File: src/rtl/cpu_pkg.sv
// cpu_pkg: definitions shared by the fetch stage and the control unit.
//   fetch_state_t     : fetch FSM states (BOOT, RUN, HALT)
//   PC_INCR           : sequential PC step
//   HALT_WORD_DEFAULT : instruction word that stops fetch
//   OP_*              : primary opcode field values shared with control_unit
//   word_align()      : clears the byte-offset bits of an address
package cpu_pkg;

    typedef enum logic [1:0] {
        BOOT = 2'd0,
        RUN  = 2'd1,
        HALT = 2'd2
    } fetch_state_t;

    localparam logic [31:0] PC_INCR           = 32'd4;
    localparam logic [31:0] HALT_WORD_DEFAULT = 32'hFFFF_FFFF;

    localparam logic [5:0] OP_RTYPE = 6'h00;
    localparam logic [5:0] OP_J     = 6'h02;
    localparam logic [5:0] OP_BEQ   = 6'h04;
    localparam logic [5:0] OP_LW    = 6'h23;
    localparam logic [5:0] OP_SW    = 6'h2B;

    function automatic logic [31:0] word_align(input logic [31:0] addr);
        return addr & 32'hFFFF_FFFC;
    endfunction

endpackage

File: src/rtl/next_pc_calc.sv
// next_pc_calc: combinational next-PC selector for the fetch stage.
// Priority: jump, then taken branch, then sequential pc + 4.
// Ports:
//   pc            in  32  current program counter
//   branch_taken  in  1   taken beq from downstream
//   branch_base   in  32  PC+4 of the branch/jump instruction
//   branch_offset in  32  sign-extended branch immediate (in words)
//   jump          in  1   j decoded downstream
//   jump_index    in  26  instruction[25:0] of the jump
//   next_pc       out 32  selected next PC (pc + 4 when no redirect)
//   redirect      out 1   a jump or taken branch is steering the PC
module next_pc_calc
    import cpu_pkg::*;
(
    input  logic [31:0] pc,
    input  logic        branch_taken,
    input  logic [31:0] branch_base,
    input  logic [31:0] branch_offset,
    input  logic        jump,
    input  logic [25:0] jump_index,
    output logic [31:0] next_pc,
    output logic        redirect
);

    logic [31:0] branch_target;
    logic [31:0] jump_target;

    always_comb begin
        branch_target = word_align(branch_base + (branch_offset << 2));
        jump_target   = {branch_base[31:28], jump_index, 2'b00};
        redirect      = jump | branch_taken;
        if (jump) begin
            next_pc = jump_target;
        end else if (branch_taken) begin
            next_pc = branch_target;
        end else begin
            next_pc = pc + PC_INCR;
        end
    end

endmodule

File: src/rtl/fetch_unit.sv
// fetch_unit: instruction-fetch stage. Owns the PC, drives the instruction
// memory address and registers the fetched word plus its PC+4 into the
// IF/ID holding register. Handles stall, branch/jump redirects (one bubble)
// and stops permanently on HALT_WORD until reset.
// Ports:
//   clk, rst (async, active-low)
//   stall, branch_taken, branch_base, branch_offset, jump, jump_index
//   instr_in   : memory word for pc_out (same cycle)
//   pc_out     : registered PC / instruction address
//   if_instr, if_pcp4, if_valid : IF/ID register
//   halted     : fetch stopped on HALT_WORD
// Optional: define FETCH_PERF_CNT_EN to add fetch_count and bubble_count
// outputs (issued instructions / redirect + BOOT cycles).
module fetch_unit
    import cpu_pkg::*;
#(
    parameter logic [31:0] RESET_PC  = 32'h0000_0028,
    parameter logic [31:0] HALT_WORD = HALT_WORD_DEFAULT
) (
    input  logic        clk,
    input  logic        rst,
    input  logic        stall,
    input  logic        branch_taken,
    input  logic [31:0] branch_base,
    input  logic [31:0] branch_offset,
    input  logic        jump,
    input  logic [25:0] jump_index,
    input  logic [31:0] instr_in,
    output logic [31:0] pc_out,
    output logic [31:0] if_instr,
    output logic [31:0] if_pcp4,
    output logic        if_valid,
    output logic        halted
`ifdef FETCH_PERF_CNT_EN
    ,
    output logic [31:0] fetch_count,
    output logic [31:0] bubble_count
`endif
);

    fetch_state_t state;
    logic [31:0]  next_pc;
    logic         redirect;

    // When no redirect is active next_pc is pc + 4, so the same value feeds
    // both the new PC and the registered PC+4 on an issue.
    next_pc_calc u_next_pc_calc (
        .pc            (pc_out),
        .branch_taken  (branch_taken),
        .branch_base   (branch_base),
        .branch_offset (branch_offset),
        .jump          (jump),
        .jump_index    (jump_index),
        .next_pc       (next_pc),
        .redirect      (redirect)
    );

    always_ff @(posedge clk or negedge rst) begin
        if (!rst) begin
            state    <= BOOT;
            pc_out   <= RESET_PC;
            if_instr <= '0;
            if_pcp4  <= '0;
            if_valid <= 1'b0;
            halted   <= 1'b0;
`ifdef FETCH_PERF_CNT_EN
            fetch_count  <= '0;
            bubble_count <= '0;
`endif
        end else begin
            case (state)
                BOOT: begin
                    if_valid <= 1'b0;
                    state    <= RUN;
`ifdef FETCH_PERF_CNT_EN
                    bubble_count <= bubble_count + 32'd1;
`endif
                end
                RUN: begin
                    if (redirect) begin
                        pc_out   <= next_pc;
                        if_valid <= 1'b0;
`ifdef FETCH_PERF_CNT_EN
                        bubble_count <= bubble_count + 32'd1;
`endif
                    end else if (stall) begin
                        // hold everything
                    end else if (instr_in == HALT_WORD) begin
                        if_valid <= 1'b0;
                        halted   <= 1'b1;
                        state    <= HALT;
                    end else begin
                        if_instr <= instr_in;
                        if_pcp4  <= next_pc;
                        if_valid <= 1'b1;
                        pc_out   <= next_pc;
`ifdef FETCH_PERF_CNT_EN
                        fetch_count <= fetch_count + 32'd1;
`endif
                    end
                end
                HALT: begin
                    if_valid <= 1'b0;
                    halted   <= 1'b1;
                end
                default: begin
                    state <= BOOT;
                end
            endcase
        end
    end

endmodule

File: config.mk
export PLATFORM = sky130hd
export DESIGN_NAME = fetch_unit
export DESIGN_NICKNAME = d
export VERILOG_FILES = /design/src/rtl/cpu_pkg.sv /design/src/rtl/next_pc_calc.sv /design/src/rtl/fetch_unit.sv
export SDC_FILE = /design/constraint.sdc
export NUM_CORES = 1
export LEC_CHECK = 0
export BUFFER_PORTS_ARGS = -buffer_cell sky130_fd_sc_hd__buf_2
export CAP_MARGIN = 5
export CORE_MARGIN = 3
export CORE_UTILIZATION = 30
export CTS_CLUSTER_DIAMETER = 100
export DETAILED_ROUTE_END_ITERATION = 10
export GPL_ROUTABILITY_DRIVEN = 0
export PLACE_DENSITY = 0.52
export SLEW_MARGIN = 30
export SYNTH_ARGS = -nofsm -noshare
export SYNTH_HDL_FRONTEND = slang
export SYNTH_SLANG_ARGS = --single-unit
export TNS_END_PERCENT = 1
File: constraint.sdc
create_clock -name clk -period 3.4 [get_ports clk]
set_input_delay 0.17 -clock clk [delete_from_list [all_inputs] [get_ports clk]]
set_output_delay 0.17 -clock clk [all_outputs]
set_load 0.02 [all_outputs]
==> results.py <==
metrics = {
    "outcome": {
        "status": "finished clean",
    },
    "logic_synthesis": {
        "yosys.area.top_type": "dfrtp_1",
        "synth_top_flop_cell": "dfrtp_1",
        "netlist.area_leader.share": 0.385,
        "yosys-top-cells-area": "dfrtp_1 39%, mux2_2 7.6%, ha_1 5.9%, nand2_1 4.7%, o21ai_0 4.6%",
        "yosysSeqAreaShare": 0.394,
        "synth_edf_count": 0,
        "yosysWarnings": 0,
        "yosys_register_bits": 100,
        "netlist_area_sq_um": 6360,
        "syn_nets": 843,
        "ys_types": 63,
        "postSynthCellCount": 685,
        "yosysMostFrequentCell": "dfrtp_1",
        "synth_commonest_cells": "98 x dfrtp_1, 79 x nand2_1, 58 x o21ai_0, 50 x a21oi_1, 43 x mux2_2",
        "synthArstFlopShare": 1.00,
        "syn_area_per_cell_sq_um": 9.29,
    },
    "timing": {
        "finalSetupViolations": 0,
        "hold_viol": 0,
        "worstMarginPinSlew_ns": 0.831,
        "final.setup.tns_ns": 0,
        "finClkSkew_ns": 0.00760,
        "slew_viol_final": 0,
        "period_share": 0.851,
        "layout_min_cycle_time_ns": 2.89,
        "grt_setup_unrepaired": "false",
        "slew_headroom": 0.446,
        "timing.fmax_mhz": 346,
    },
    "route": {
        "viasPerCell": 4.98,
        "first_pass_iters": 4,
        "drtIter0Drc": 266,
        "ant_nets": 0,
        "vias": 5851,
        "remaining_drc_errors": 0,
        "wl_per_cell_um": 17.1,
        "finalWirelength_um": 20100,
    },
    "grt": {
        "antenna_found_initial": 1,
        "track_usage": 0.173,
        "grt_max_degree": 64,
        "grt_overflow": 0,
        "grt_pass1_vias": 5775,
        "grt_use_met1": 0.227,
        "grt_use_met2": 0.287,
        "grt_pass1_wl_um": 31000,
        "busiest_layer": "met2",
        "gr-usage-met3": 0.0449,
    },
    "critical_path": {
        "critPathKind": "flip-flop to flip-flop",
        "cp-start-kind": "flip-flop",
        "cp_data_required_time_ns": 3.64,
        "rr_startpoint": "pc_out[3]",
        "arrival_ns": 3.14,
        "crit_path_end_kind": "flip-flop",
        "cp_max_fo": 5,
        "startpoint": "pc_out[3]",
    },
    "die": {
        "num_rows": 52,
        "die-area_sq_um": 23000,
        "coreArea_sq_um": 20600,
        "dieWidth_um": 152,
        "die_h_um": 152,
        "pin_count": 225,
        "initial_utilization": 0.310,
    },
    "min_path": {
        "min_from": "instr_in[13]",
        "hold_path_class": "primary input to flip-flop",
    },
    "cells_and_area": {
        "drive_above_1_share": 0.341,
        "syn_to_final_growth_pct": 28.3,
        "fillCellCount": 2173,
        "nNetsFinal": 1057,
        "diodes": 0,
    },
    "cts": {
        "cts_setup_buffers": 0,
        "cts_root_buf": "clkbuf_16",
        "clk_path_buf_depth": 2,
        "clock_latency_ns": 0.35,
        "cts_htree_levels": 3,
        "clkSinkCount": 100,
        "cts_buffers": 9,
        "hold_buffers": 1,
        "cts_tree": "done",
        "cts.reportedPaths.clkPinSlew_ns": 0.07,
        "cts_resized": 0,
    },
    "pwr": {
        "powerDensity_nw_per_um2": 501,
        "design_power_total_uw": 4090,
        "p_leak_uw": 0.00386,
        "ir_drop_v": 0.000261,
    },
    "placed_design": {
        "dp_hpwl_um": 15700,
        "io_buffers": 220,
    },
    "job": {
        "drv_cap": 0,
    },
}
path summary, 6_finish.rpt:
path	end	slack, ns	cells past startpoint
setup / recovery	pc_out[30]	0.51	10
hold / removal	if_instr[13]	0.06	2
min in group asynchronous	if_instr[28]	0.46	2
hold reg to reg	halted	0.47	1
max in group asynchronous	if_pcp4[22]	2.13	3
setup reg to reg	pc_out[30]	0.51	10
critical path, stage by stage, from the launching register on:
cell and delay [ns]:
dfstp_2 0.58, ha_1 0.22, and4_1 0.26, or3b_4 0.43
or3_1 0.41, nor3_1 0.26, xnor2_1 0.19, nand2_1 0.09
o21ai_1 0.08, nor2_1 0.05, a22o_1 0.21
layout make-up:
class / count / area (sq um) / share of cell area
Inverter: 21 / 78.8 / 0.00966
Clock buffer: 9 / 225 / 0.0276
Sequential cell: 100 / 2500 / 0.307
Tap cell: 270 / 338 / 0.0414
Timing Repair Buffer: 232 / 1210 / 0.148
Clock inverter: 7 / 139 / 0.0170
Multi-Input combinational cell: 535 / 3670 / 0.449
where the power goes:
group / internal (uW) / switching (uW)
Sequential: 1390 / 155
Clock: 793 / 468
Combinational: 501 / 781
Total: 2680 / 1400
logic make-up after synthesis:
logic type	Yosys count	share of synthesized area
compound gates	193	0.189
xor+xnor	46	0.0633
flops	100	0.394
simple gates	213	0.168
fa+ha+maj	31	0.0621
buf+inv	50	0.0338
mux	52	0.0902
routing by layer:
layer	up-vias	share of wire
met3	25	0.066
met1	2751	0.43
met5	-	0.00035
met4	2	0.016
li1	2921	-
met2	152	0.49
flip-flops by register name, indices dropped and copies added (netlist names):
signal / count
if_instr: 32
if_pcp4: 32
pc_out: 32
state: 2
halted: 1
if_valid: 1
per-stage QoR:
| stage | instance area (sq um) | instances | hold WS, ns | utilization | setup slack [ns] |
|---|---|---|---|---|---|
| 2_1_floorplan | 6360 | 685 | -0.126 | - | 0.729 |
| 5_1_grt | 8160 | 1174 | 0.0542 | 0.397 | 0.265 |
| 4_1_cts | 8160 | 1174 | 0.0460 | 0.397 | 0.498 |
| 3_3_place_gp | 7790 | 1157 | 0.334 | 0.379 | 0.422 |
| 3_5_place_dp | 7790 | 1157 | 0.337 | 0.379 | 0.403 |
| 6_report | 8160 | 1174 | 0.0640 | 0.397 | 0.506 |
layout by cell type, fill, tap and decap left out, drive strengths merged, types with 8 or more instances in the layout:
cell type	netlist	final
a211oi	11	11
a21o	12	12
a21oi	50	50
and3	8	8
and4	9	9
buf	7	231
clkbuf	22	9
dfrtp	98	98
ha	30	30
inv	21	21
mux2	43	43
mux2i	9	9
nand2	80	80
nand3	26	26
nand4	15	15
nor2	42	42
o21a	9	9
o21ai	65	65
o31ai	8	8
xnor2	25	25
xor2	21	21
Note: power is estimated with default switching activity, not from simulation.
